===== src/rtl/microstore_control_register.sv =====
// Microstore RAM plus Control Register stage of the microsequencer.
// Registers the next microstate and its microword, with a memory-wait watchdog.
module microstore_control_register #(
  parameter int unsigned   SW          = 7,
  parameter int unsigned   CW_W        = 32,
  parameter int unsigned   TIMEOUT     = 16,
  parameter logic [SW-1:0] FAULT_STATE = 7'd127
) (
  input  logic            clk,
  input  logic            reset,
  input  logic [SW-1:0]   state_in,
  input  logic            stall,
  input  logic            moc,
  input  logic            prog_we,
  input  logic [SW-1:0]   prog_addr,
  input  logic [CW_W-1:0] prog_data,
  output logic [SW-1:0]   cur_state,
  output logic [2:0]      N,
  output logic [1:0]      S,
  output logic            inv,
  output logic [6:0]      CR,
  output logic            mem_req,
  output logic            mem_rw,
  output logic [16:0]     dp_ctrl,
  output logic            inc_ld,
  output logic            mem_timeout
);

  localparam int unsigned Depth   = 2 ** SW;
  localparam logic [7:0]  CntLast = 8'(TIMEOUT - 1);

  logic [CW_W-1:0] ustore_q [Depth];

  logic [SW-1:0]   cur_state_q, cur_state_d;
  logic [CW_W-1:0] cr_q, cr_d;
  logic [7:0]      cnt_q, cnt_d;
  logic            mem_timeout_q, mem_timeout_d;
  logic            wait_cyc, timeout_hit;

  always_comb begin
    wait_cyc      = cr_q[13] & ~moc & ~stall & ~reset;
    timeout_hit   = wait_cyc && (cnt_q == CntLast);
    cur_state_d   = cur_state_q;
    cr_d          = cr_q;
    cnt_d         = cnt_q;
    mem_timeout_d = mem_timeout_q;
    if (timeout_hit) begin
      cur_state_d   = FAULT_STATE;
      cr_d          = ustore_q[FAULT_STATE];
      mem_timeout_d = 1'b1;
      cnt_d         = '0;
    end else begin
      if (!stall) begin
        cur_state_d = state_in;
        // Array read sees the pre-edge contents, so a same-edge write yields the old word.
        cr_d        = ustore_q[state_in];
      end
      if (moc || !cr_q[13]) begin
        cnt_d = '0;
      end else if (wait_cyc) begin
        cnt_d = cnt_q + 8'd1;
      end
    end
  end

  // Microstore is not reset; programming is honoured even during reset and stall.
  always_ff @(posedge clk) begin
    if (prog_we) begin
      ustore_q[prog_addr] <= prog_data;
    end
  end

  always_ff @(posedge clk) begin
    if (reset) begin
      cur_state_q   <= '0;
      cr_q          <= '0;
      cnt_q         <= '0;
      mem_timeout_q <= 1'b0;
    end else begin
      cur_state_q   <= cur_state_d;
      cr_q          <= cr_d;
      cnt_q         <= cnt_d;
      mem_timeout_q <= mem_timeout_d;
    end
  end

  assign cur_state   = cur_state_q;
  assign N           = cr_q[2:0];
  assign S           = cr_q[4:3];
  assign inv         = cr_q[5];
  assign CR          = cr_q[12:6];
  assign mem_req     = cr_q[13];
  assign mem_rw      = cr_q[14];
  assign dp_ctrl     = cr_q[31:15];
  assign inc_ld      = ~stall & ~reset;
  assign mem_timeout = mem_timeout_q;

endmodule


===== config.mk =====
export PLATFORM = sky130hd
export DESIGN_NAME = microstore_control_register
export DESIGN_NICKNAME = d
export VERILOG_FILES = /design/src/rtl/microstore_control_register.sv
export SDC_FILE = /design/constraint.sdc
export NUM_CORES = 2
export LEC_CHECK = 0
export CAP_MARGIN = 15
export CORE_MARGIN = 2
export CORE_UTILIZATION = 46
export DETAILED_ROUTE_END_ITERATION = 10
export SYNTH_ARGS = -nofsm -noshare
export SYNTH_HDL_FRONTEND = slang
export SYNTH_SLANG_ARGS = --single-unit

===== constraint.sdc =====
create_clock -name clk -period 10.8 [get_ports clk]
set_clock_uncertainty 0.15 [all_clocks]
set_input_delay 1.62 -clock clk [delete_from_list [all_inputs] [get_ports clk]]
set_output_delay 1.62 -clock clk [all_outputs]
set_load 0.01 [all_outputs]

==> flow_summary.ini <==
[synth]
synth_area_leaders = sky130_fd_sc_hd__edfxtp_1 (78%), sky130_fd_sc_hd__mux4_2 (16%), sky130_fd_sc_hd__mux2i_1 (0.69%), sky130_fd_sc_hd__dfxtp_1 (0.61%), sky130_fd_sc_hd__nor2_1 (0.57%)
synth_top_area_share_pct = 77.63
dominantRegCellSynth = sky130_fd_sc_hd__edfxtp_1
synth_enable_flop_cells = 4096
netlist.top_cell.by_area = sky130_fd_sc_hd__edfxtp_1
synth-seq-cells = 4144
synth_fp_nets = 6939
post_synth_inst_count = 6887
postSynth.asyncResetShare_pct = 0
synth.cell_area_um2 = 158500
post_synth.cell_area_avg_um2 = 23.01
synth.lib_cells_used.distinct = 70
yosysSeqAreaShare_pct = 78.23
synth_warnings = 0

[sta]
setup-tns-final_ns = 0
final_hold_viol_count = 0
worst_margin_pin_slew_ns = 1.434
achievable-frequency_ghz = 0.1824
rsz0062_at_grt = no
timing.final.crit_period_ns = 5.484
final_min_period_over_clock_period_pct = 50.78
setup_viol_count_final = 0
slew-limit-headroom_pct = 3.762
hold-worst-slack_ns = 0.3026
drv_slew = 0

[worst_hold_path]
min_to = cur_state[3]
whs_path_depth = 2
holdCritStartpoint = cur_state[3]
hold_class = reg2reg

[critical_path]
reg2reg_setup_slack_ns = 6.60
critical_path_required_ns = 11.48
cell_chain_of_the_critical_path = buf_16, buf_4, buf_4, mux4_2, mux2i_1, o221ai_1, nor4_2, nand4_1, o311a_1
reg2reg_depth = 7
cp_slowest_stage_delay_ns = 0.86
arrival_ns = 6.16
setup.worst_path.end_class = flop
critPathLaunchType = primary input
critical_path.slowest_cell = sky130_fd_sc_hd__nor4_2
crit_type = in2reg
regToRegStartpoint = cr_q[13]
path_max_fanout = 66
worstReg2RegEnd = cr_q[12]
worst_path_most_repeated_cell = sky130_fd_sc_hd__buf_4

[route]
first_iter_violations = 11790
dr_total_vias = 78050
final_antenna_net_count = 0
wl_mm = 459.2
detailedRoute.firstPassIterationCount = 6
wire_per_inst_um = 37.54
drcViolationCount = 0
vias_per_cell = 6.381

[global_routing]
grt_pass1_vias = 76920
grt_util_all_layers_pct = 26.21
grt_pass1_wl_mm = 631.2
overflow = 0
initial_antenna_violation_count = 47
pin_count_of_the_biggest_net_entering_global_routing = 121

[job]
max_cap_violations = 0

[clock_network]
ctsRootBufferMaster = sky130_fd_sc_hd__clkbuf_16
cts.sinks = 4144
number_of_instances_resized_during_post_cts_repair = 0
cts_tree = built
cts_hold_buf = 0
number_of_levels_in_the_clock_h_tree = 5
cts_setup_buffers = 0
numCtsBuffers = 420
clock_latency_on_the_worst_skew_pair_ns = 1.00
clkTransAtPathRegs_ns = 0.06
cts_buffer_depth = 4

[pwr]
powerDensity_nw_per_um2 = 188.0
total_leakage_power_nw = 55.45
post-layout-total-power_mw = 33.89
peakVddDrop_mv = 0.1377

[run_status]
outcome = finished clean

[final_layout]
nFillCells = 26130
synthesis_to_finish_area_growth_pct = 13.77
drive_gt1_share_pct = 29.40
design.final.nets = 7357

[floorplanning]
y_dimension_of_the_die_um = 590.9
initial_utilization_pct = 46.20
design.die.area_um2 = 349200
core_region_area_um2 = 343000
top_level_ports = 92
die-width_um = 590.9
rows = 215

[placed_design]
buffer_ports.inserted = 91
dp_hpwl_mm = 261.0
global_placer_s_final_weighted_congestion = 0.9282
-- cell usage in the layout (no fill, tap or decap), drive strengths merged, types with 13 or more instances in the layout --
cell type / n
nand4: 29
o211ai: 27
nor2: 242
inv: 31
a32o: 17
o22ai: 38
nor4: 27
or3: 24
clkinvlp: 15
clkdlybuf4s50: 54
clkinv: 170
o32ai: 18
nand2: 167
o21ai: 85
diode: 17
nor2b: 13
nand3: 103
edfxtp: 4096
buf: 330
bufinv: 43
mux2i: 110
mux4: 1106
dfxtp: 48
a211oi: 23
a22oi: 38
o21a: 19
clkbuf: 538
nor3: 16
a21oi: 42
mux2: 47
o221ai: 21
a31oi: 17
-- state kept, by name, indices dropped and copies added (netlist names) --
register / count
ustore_q: 4096
cr_q: 32
cnt_q: 8
cur_state: 7
mem_timeout: 1
-- layout make-up --
class | instances | area (um2) | area share (%)
Tap cell | 4557 | 5702 | 3.163
Clock inverter | 237 | 2480 | 1.376
Multi-Input combinational cell | 2332 | 33570 | 18.62
Clock buffer | 537 | 11180 | 6.199
Inverter | 22 | 97.59 | 0.05414
Sequential cell | 4144 | 124000 | 68.76
Antenna cell | 17 | 42.54 | 0.02360
Timing Repair Buffer | 385 | 3252 | 1.804
-- where the power goes --
part	switching [mW]	internal [mW]
registers	0.0518	17.7
logic	1.07	0.562
clock network	6.12	8.34
total	7.24	26.7
-- synth_stat cells (all sizes together) (17+ instances only) --
| cell type | count |
|---|---|
| or3 | 24 |
| clkbuf | 174 |
| nor4 | 27 |
| o21a | 19 |
| nand3 | 103 |
| nand4 | 29 |
| a22oi | 38 |
| o221ai | 21 |
| mux4 | 1106 |
| nor2 | 242 |
| o21ai | 85 |
| a31oi | 17 |
| o211ai | 27 |
| inv | 20 |
| a32o | 17 |
| mux2 | 47 |
| o32ai | 18 |
| edfxtp | 4096 |
| nand2 | 167 |
| buf | 215 |
| a21oi | 42 |
| dfxtp | 48 |
| a211oi | 23 |
| o22ai | 38 |
| mux2i | 110 |
-- stage by stage --
stage          std cells  setup slack [ns]  area, um2  util, %
4_1_cts            12210             5.286     180200    52.53
6_report           12230             5.316     180300    52.56
5_1_grt            12220             5.111     180200    52.55
3_5_place_dp       11440             4.288     166500    48.54
3_3_place_gp       11430             3.143     166400    48.52
2_1_floorplan       6887             5.900     158500        -
-- critical path, delay by kind of cell --
family / cells / cell delay [ns]
multiplexers: 2 / 1.25
buffers and inverters: 3 / 1.70
AND/OR/NAND/NOR: 2 / 1.05
AO/OA/AOI/OAI: 2 / 0.42
-- cell families (layout without fill, tap and decap cells) --
| kind of cell | after synthesis | in the layout | share of synthesized area [%] |
|---|---|---|---|
| compound gates | 409 | 409 | 1.841 |
| xor+xnor | 6 | 6 | 0.03316 |
| fa+ha+maj | 1 | 1 | 0.007895 |
| buf+inv | 411 | 1181 | 1.271 |
| flops | 4144 | 4144 | 78.23 |
| mux | 1263 | 1263 | 16.75 |
| other cells | 0 | 17 | 0 |
| simple gates | 653 | 653 | 1.867 |
-- metal layers --
metal | share of wire, % | vias to the layer above | global-route usage [%] | wire, um
met4 | 4.4 | 18 | 10.32 | 20030
met5 | 0.026 | - | 0 | 118
met2 | 46 | 4291 | 39.27 | 209800
met3 | 10 | 651 | 5.999 | 47580
met1 | 40 | 42740 | 37.66 | 181700
li1 | - | 30350 | - | -
-- worst max path at each step --
stage                             from         endpoint  slack [ns]  cells after the start
final                      state_in[0]         cr_q[21]        5.32                      9
after global routing       state_in[0]         cr_q[21]        5.11                      9
after CTS                  state_in[0]         cr_q[21]        5.29                      9
after detailed placement   state_in[0]         cr_q[21]        4.29                      9
after global placement     state_in[1]          cr_q[0]        3.14                      9
after floorplan           prog_addr[5]  ustore_q[40][0]        5.90                      3
Power figures use the tool's default switching activity.
